<file path="src/rtl/b02_linea_serializer.sv">
// Parallel-to-serial feeder for the b02 recognizer: a small FIFO in front of an MSB-first
// shifter that drives LINEA one bit per clock, with an optional idle gap after each word.
module b02_linea_serializer #(
  parameter int unsigned WORD_W     = 4,
  parameter int unsigned GAP_BITS   = 0,
  parameter int unsigned FIFO_DEPTH = 2
) (
  input  logic              clock,
  input  logic              nRESET_G,
  input  logic              FLUSH,
  input  logic [WORD_W-1:0] DATA_IN,
  input  logic              DATA_VALID,
  output logic              DATA_READY,
  output logic              LINEA,
  output logic              LINEA_VALID,
  output logic              WORD_DONE,
  output logic              BUSY
);

  localparam int unsigned CntW  = $clog2(WORD_W);
  localparam int unsigned GapW  = (GAP_BITS > 1) ? $clog2(GAP_BITS) : 1;
  localparam int unsigned PtrW  = (FIFO_DEPTH > 1) ? $clog2(FIFO_DEPTH) : 1;
  localparam int unsigned FillW = $clog2(FIFO_DEPTH + 1);

  localparam logic [CntW-1:0]  BitLast = CntW'(WORD_W - 1);
  localparam logic [GapW-1:0]  GapLast = GapW'((GAP_BITS == 0) ? 0 : GAP_BITS - 1);
  localparam logic [FillW-1:0] FullLvl = FillW'(FIFO_DEPTH);

  typedef enum logic [1:0] {StIdle, StShift, StGap} state_e;

  state_e            state_q, state_d;
  logic [WORD_W-1:0] shift_q, shift_d;
  logic [CntW-1:0]   bit_cnt_q, bit_cnt_d;
  logic [GapW-1:0]   gap_cnt_q, gap_cnt_d;
  logic [PtrW-1:0]   wr_ptr_q, wr_ptr_d, rd_ptr_q, rd_ptr_d;
  logic [FillW-1:0]  fill_q, fill_d;
  logic              ready_q, ready_d;
  logic [WORD_W-1:0] mem_q [FIFO_DEPTH];

  logic accept, fifo_empty, load_slot, do_pop, do_bypass, do_push;

  always_comb begin
    accept     = DATA_VALID && ready_q && !FLUSH;
    fifo_empty = (fill_q == '0);
    // Cycles in which the shifter is free to take a new word at the coming edge.
    load_slot  = (state_q == StIdle)
              || (state_q == StShift && bit_cnt_q == '0 && GAP_BITS == 0)
              || (state_q == StGap && gap_cnt_q == '0);
    do_pop     = load_slot && !fifo_empty && !FLUSH;
    do_bypass  = load_slot && fifo_empty && accept;
    do_push    = accept && !do_bypass;

    state_d   = state_q;
    shift_d   = shift_q;
    bit_cnt_d = bit_cnt_q;
    gap_cnt_d = gap_cnt_q;
    wr_ptr_d  = wr_ptr_q;
    rd_ptr_d  = rd_ptr_q;

    unique case (state_q)
      StShift: begin
        if (bit_cnt_q != '0) begin
          shift_d   = shift_q << 1;
          bit_cnt_d = bit_cnt_q - CntW'(1);
        end else if (GAP_BITS > 0) begin
          state_d   = StGap;
          gap_cnt_d = GapLast;
        end else begin
          state_d = StIdle;
        end
      end
      StGap: begin
        if (gap_cnt_q != '0) begin
          gap_cnt_d = gap_cnt_q - GapW'(1);
        end else begin
          state_d = StIdle;
        end
      end
      default: ;
    endcase

    if (do_pop || do_bypass) begin
      shift_d   = do_pop ? mem_q[rd_ptr_q] : DATA_IN;
      bit_cnt_d = BitLast;
      state_d   = StShift;
    end

    if (do_push) wr_ptr_d = wr_ptr_q + PtrW'(1);
    if (do_pop)  rd_ptr_d = rd_ptr_q + PtrW'(1);
    fill_d = fill_q + FillW'(do_push) - FillW'(do_pop);

    if (FLUSH) begin
      state_d   = StIdle;
      bit_cnt_d = '0;
      gap_cnt_d = '0;
      wr_ptr_d  = '0;
      rd_ptr_d  = '0;
      fill_d    = '0;
    end

    ready_d = (fill_d != FullLvl) && !FLUSH;
  end

  always_ff @(posedge clock or negedge nRESET_G) begin
    if (!nRESET_G) begin
      state_q   <= StIdle;
      shift_q   <= '0;
      bit_cnt_q <= '0;
      gap_cnt_q <= '0;
      wr_ptr_q  <= '0;
      rd_ptr_q  <= '0;
      fill_q    <= '0;
      ready_q   <= 1'b0;
    end else begin
      state_q   <= state_d;
      shift_q   <= shift_d;
      bit_cnt_q <= bit_cnt_d;
      gap_cnt_q <= gap_cnt_d;
      wr_ptr_q  <= wr_ptr_d;
      rd_ptr_q  <= rd_ptr_d;
      fill_q    <= fill_d;
      ready_q   <= ready_d;
    end
  end

  // Storage needs no reset: the fill count alone says which entries are live.
  always_ff @(posedge clock) begin
    if (do_push) mem_q[wr_ptr_q] <= DATA_IN;
  end

  assign DATA_READY  = ready_q;
  assign LINEA_VALID = (state_q == StShift);
  assign LINEA       = LINEA_VALID && shift_q[WORD_W-1];
  assign WORD_DONE   = LINEA_VALID && (bit_cnt_q == '0);
  assign BUSY        = (state_q != StIdle) || (fill_q != '0);

endmodule

</file>
<file path="config.mk">
export PLATFORM = sky130hd
export DESIGN_NAME = b02_linea_serializer
export DESIGN_NICKNAME = d
export VERILOG_FILES = /design/src/rtl/b02_linea_serializer.sv
export SDC_FILE = /design/constraint.sdc
export NUM_CORES = 1
export LEC_CHECK = 0
export CAP_MARGIN = 20
export CORE_MARGIN = 2
export CORE_UTILIZATION = 45
export DETAILED_ROUTE_END_ITERATION = 10
export PLACE_DENSITY_LB_ADDON = 0.05
export SETUP_SLACK_MARGIN = 0.3
export SLEW_MARGIN = 20
export SYNTH_ARGS = -nofsm -noshare
export SYNTH_HDL_FRONTEND = slang
export SYNTH_SLANG_ARGS = --single-unit
</file>
<file path="constraint.sdc">
create_clock -name clock -period 2.4 [get_ports clock]
set_input_delay 0.36 -clock clock [delete_from_list [all_inputs] [get_ports clock]]
set_output_delay 0.36 -clock clock [all_outputs]
set_load 0.01 [all_outputs]
</file>
Yosys cells after proc, flatten, opt, wreduce, memory -nomap -nowiden

Memory sizes are Yosys's and may differ from the RTL's.
Index checks and enable logic that the tools add are counted.

Memories: 1
Input port bits: 8
Flip-flop bits (word level): 14
RAM bits: 8

Memory list:

| name  | depth | width | read ports | clocked after Yosys merged registers in | write ports | RTL line | RTL |
|---|---|---|---|---|---|---|---|
| mem_q | 2     | 4     | 1          | 0                                       | 1           | 38       | `logic [WORD_W-1:0] mem_q [FIFO_DEPTH];` |

Equality and inequality tests: 5
Muxes and demuxes: 23
Reductions and logical operators: 35
Bitwise gates (word level): 1
$add $sub $neg: 6

Operators with widths:

| cell                  | number |
|---|---|
| $mux W2               | 9 |
| $mux W4               | 4 |
| $reduce_bool A2 Y1    | 8 |
| $logic_and A1 B1 Y1   | 11 |
| $mux W1               | 9 |
| $ne A4 B3 Y1 const B  | 2 |
| $logic_not A2 Y1      | 3 |
| $reduce_bool A3 Y1    | 2 |
| $logic_or A1 B1 Y1    | 4 |
| $pmux W2 S2           | 1 |
| $reduce_and A2 Y1     | 2 |
| $reduce_bool A4 Y1    | 1 |
| $logic_not A1 Y1      | 3 |
| $reduce_and A3 Y1     | 1 |
| $add A1 B1 Y1 const B | 2 |
| $add A2 B1 Y2         | 1 |
| $eq A2 B1 Y1 const B  | 1 |
| $eq A2 B2 Y1 const B  | 1 |
| $ne A2 B2 Y1 const B  | 1 |
| $sub A2 B1 Y2         | 1 |
| $sub A2 B1 Y2 const B | 1 |
| $not A1 Y1            | 1 |
| $sub A1 B1 Y1 const B | 1 |

Logic depth before layout (Yosys ltp)

Depth after elaboration: 13
Gate-level depth with buffers: 12
Depth with buffers taken out: 12

Worst setup path after synthesis

Ideal clock, no wire load.

Path kind: register to register
From: register bit_cnt_q[0]
To: register ready_q (netlist: DATA_READY)
Setup slack: 0.321 ns
Setup time: 0.121 ns
Cell stages (with the launch flop): 13
Arrival time: 1.958 ns
Required time: 2.279 ns
Cells stage by stage: dfrtp_1 inv_1 ha_1 nand2b_1 a21oi_1 inv_1 ha_1 inv_1 ha_1 xor2_1 xnor2_1 nor2_1 nor2_1

Longest elaborated chain between the ends: 13

Ends and longest elaborated chain:

| what                             | RTL line | RTL |
|---|---|---|
| from (decl)                      | 33       | `logic [CntW-1:0] bit_cnt_q, bit_cnt_d;` |
| from (signal assigned)           | 117      | `bit_cnt_q <= bit_cnt_d;` |
| $logic_not A2 Y1 *               | 47       | `\|\| (state_q == StShift && bit_cnt_q == '0 && GAP_BITS == 0)` |
| $logic_and A1 B1 Y1 *            | 47       |  |
| $logic_or A1 B1 Y1 *             | 47       |  |
| $logic_or A1 B1 Y1 *             | 48       | `\|\| (state_q == StGap && gap_cnt_q == '0);` |
| $logic_and A1 B1 Y1 (2 in a row) | 50       | `do_bypass = load_slot && fifo_empty && accept;` |
| $logic_not A1 Y1                 | 51       | `do_push = accept && !do_bypass;` |
| $logic_and A1 B1 Y1              | 51       |  |
| $add A2 B1 Y2                    | 90       | `fill_d = fill_q + FillW'(do_push) - FillW'(do_pop);` |
| $sub A2 B1 Y2 *                  | 90       |  |
| $mux W2 *                        | 92       | `if (FLUSH) begin` |
| $ne A2 B2 Y1 *                   | 101      | `ready_d = (fill_d != FullLvl) && !FLUSH;` |
| $logic_and A1 B1 Y1 *            | 101      |  |
| net ready_d                      | 37       | `logic ready_q, ready_d;` |
| to (signal assigned)             | 122      | `ready_q <= ready_d;` |
| to (decl)                        | 37       |  |

The timed path passes the listed nets; every way through them passes the cells marked *.
A chain may end at the register's enable or synchronous reset.

Final worst setup path

From: register bit_cnt_q[1]
To: register ready_q (netlist: DATA_READY)

The elaborated chain is that of the path after synthesis.

==> qor.txt <==
outcome - finished clean
CP Max Fanout - 3
reg2reg setup slack - 0.40 ns
R2R Path End - DATA_READY
crit path from - bit_cnt_q[1]
Max Slew Vio Count - 0
Most used DFF post-synth - dfrtp_1
Die H - 50.36 um
setup TNS - 0 ns
Tmin final - 1.996 ns
Final setup viols - 0
number of global-route vias before repair - 695
Crit Reg-Reg Startpoint - bit_cnt_q[1]
share of layout cells above drive strength 1 - 31.07%
worst skew pair latency - 0.30 ns
global-route wire length before repair - 3236 um
Seq/Total Area, Yosys - 55.89%
drt total wl - 1859 um
fin nets - 115
Tot GR Track Use - 17.25%
Cell variety after synth - 35
Die X - 50.36 um
vias per cell - 5.215
CTS Buf Count - 3
crit end category - register
die area - 0.002536 mm^2
Clk pin slew, worst setup/hold paths - 0.11 ns
critical-path cell list - inv_2, ha_4, nand2b_4, a21oi_4, inv_2, ha_4, inv_1, ha_2, xor2_2, xnor2_2, nor2_1, nor2_1
Rel. slew slack - 64.02%
# diodes - 0
Fin. Hold Viols - 0
Slowest-stage cell, CP - dfrtp_1
pwr dens - 981.3 mW/mm^2
Worst EP arrival - 2.20 ns
Critical Path Start Type - register
Async SR Flop Fraction - 60.00%
final total power - 0.001241 W
Final Skew - 0.001927 ns
Layout area overhead - 30.79%
FP Rows - 16
Placer Congestion - 0.7445
end point of the critical path - DATA_READY
peak supply drop - 0.6785 mV
Post-synth EDFFs - 8
Antenna Nets Post-Route - 0
clock sinks - 20
core box area - 0.002002 mm^2
initial antenna violation count - 0
required time worst endpoint - 2.61 ns
I/O Pins - 13
Fill cells - 163
RSZ-0062 raised after global routing - yes
# hold bufs at CTS - 0
synthesized cell area - 967.2 um^2
cells after synthesis - 82
slowest stage delay, CP - 0.37 ns
largest net degree at the start of global routing - 14
DP Wirelength - 1318 um
Yosys reg bits - 20
syn_nets - 93
routed via count - 678
Crit Path Class - reg2reg
Max-cap violations - 0
total gr overflow - 0
CTS tree - built
Avg Cell Area, Syn - 11.79 um^2
Worst R2R Path Depth - 12
fmax - 0.5010 GHz
Root Driver - clkbuf_4
Initial Util - 48.31%
static leakage - 0.5162 nW
DR WL/cell - 14.30 um
Port Buffers - 12
DR pass1 iterations - 4
Worst Max-Slew Pin Slew - 0.5381 ns
H-tree Lvls - 1
DRC Markers - 0
initial drt markers - 3
number of synthesis warnings - 0
post-route clock period utilization - 83.17%
Hold Crit Class - in2async
clk buf depth - 2
metal layers:
metal,track usage (%),up-vias,part of all wire [%]
li1,-,336,-
met1,24.76,328,48
met2,26.10,10,47
met3,1.786,4,2.7
met4,8.108,0,2.4
met5,0,-,0
what timing repair did:
item / 4_1_cts / 5_1_grt
setup endpoints to repair: 2 / 4
pin swaps: 0 / 5
buffers inserted: 0 / 4
resized for setup: 6 / 12
critical path, delay by kind of cell, from the launching register on:
family	cells	cell delay, ns
flops	1	0.37
compound gates	1	0.16
buf+inv	3	0.15
xor+xnor	2	0.31
simple gates	3	0.32
fa+ha+maj	3	0.59
placed cells by master (no fill, tap or decap), types with 2 or more instances in the layout:
cell / count
a211oi_1: 2
a221oi_1: 2
and2_2: 2
buf_4: 8
clkbuf_4: 3
clkdlybuf4s50_1: 10
dfrtp_1: 11
dlymetal6s2s_1: 2
edfxtp_1: 8
ha_4: 2
inv_1: 2
inv_2: 3
mux2i_1: 4
nand2_1: 3
nor2_1: 9
nor3_1: 3
o21ai_0: 3
cell usage after synthesis, types with 2 or more instances:
library cell	number	area, um^2
a221oi_1	2	17.52
o21ai_0	3	15.01
mux2i_1	4	40.04
dfrtp_1	12	300.3
nor2_1	9	33.78
buf_2	2	10.01
inv_1	5	18.77
ha_1	3	37.54
nand2_1	3	11.26
and2_2	2	15.01
a21oi_1	2	10.01
nor3_1	4	20.02
edfxtp_1	8	240.2
a211oi_1	2	15.01
flip-flops by register name (all words and copies together) (netlist names):
register    count
state_q         1
rd_ptr_q        1
fill_q          2
bit_cnt_q       2
shift_q         4
DATA_READY      1
mem_q           8
wr_ptr_q        1
through the flow:
step / hold slack, ns / instance area, um^2 / cells / utilization, % / setup slack (ns)
3_5_place_dp: 0.4809 / 1130 / 122 / 56.44 / 0.07971
3_3_place_gp: 0.4710 / 1130 / 122 / 56.44 / 0.1297
6_report: 0.3923 / 1265 / 130 / 63.19 / 0.4039
4_1_cts: 0.4228 / 1176 / 126 / 58.75 / 0.2976
5_1_grt: 0.4385 / 1265 / 130 / 63.19 / 0.2659
2_1_floorplan: 0.06441 / 967.2 / 82 / - / 0.3211
layout make-up:
class | instances | area [um^2] | share of cell area (%)
timing repair buffer | 20 | 185.2 | 14.64
multi-input combinational | 54 | 459.2 | 36.30
clock buffer | 3 | 22.52 | 1.780
tap | 27 | 33.78 | 2.671
clock inverter | 1 | 3.754 | 0.2967
inverter | 5 | 18.77 | 1.484
sequential | 20 | 541.8 | 42.83
cells by family after synthesis:
family                   count (synthesis)  share of synthesized area, %
flip-flops                              20                         55.89
XOR/XNOR                                 2                         1.811
multiplexers                             4                         4.140
buffers and inverters                    8                         4.140
adder cells (fa/ha/maj)                  3                         3.881
AO/OA/AOI/OAI                           17                         13.32
AND/OR/NAND/NOR                         28                         16.82
power breakdown:
group,switching [W],internal (W),total [W],leakage (nW)
clock network,0.000105,0.0000608,0.000166,0.0154
registers,0.0000788,0.000441,0.000520,0.225
logic,0.000262,0.000294,0.000556,0.276
total,0.000446,0.000795,0.00124,0.516
how the worst min path moves through the flow:
stage,depth (start not counted),end,slack [ns],from
floorplan,0,DATA_READY,0.06,nRESET_G
global placement,1,wr_ptr_q,0.47,wr_ptr_q
detailed placement,1,wr_ptr_q,0.48,wr_ptr_q
CTS,1,shift_q[3],0.42,nRESET_G
global route,1,shift_q[0],0.44,nRESET_G
finish,1,shift_q[3],0.39,nRESET_G
No activity file was read; power rests on OpenSTA's default activity.
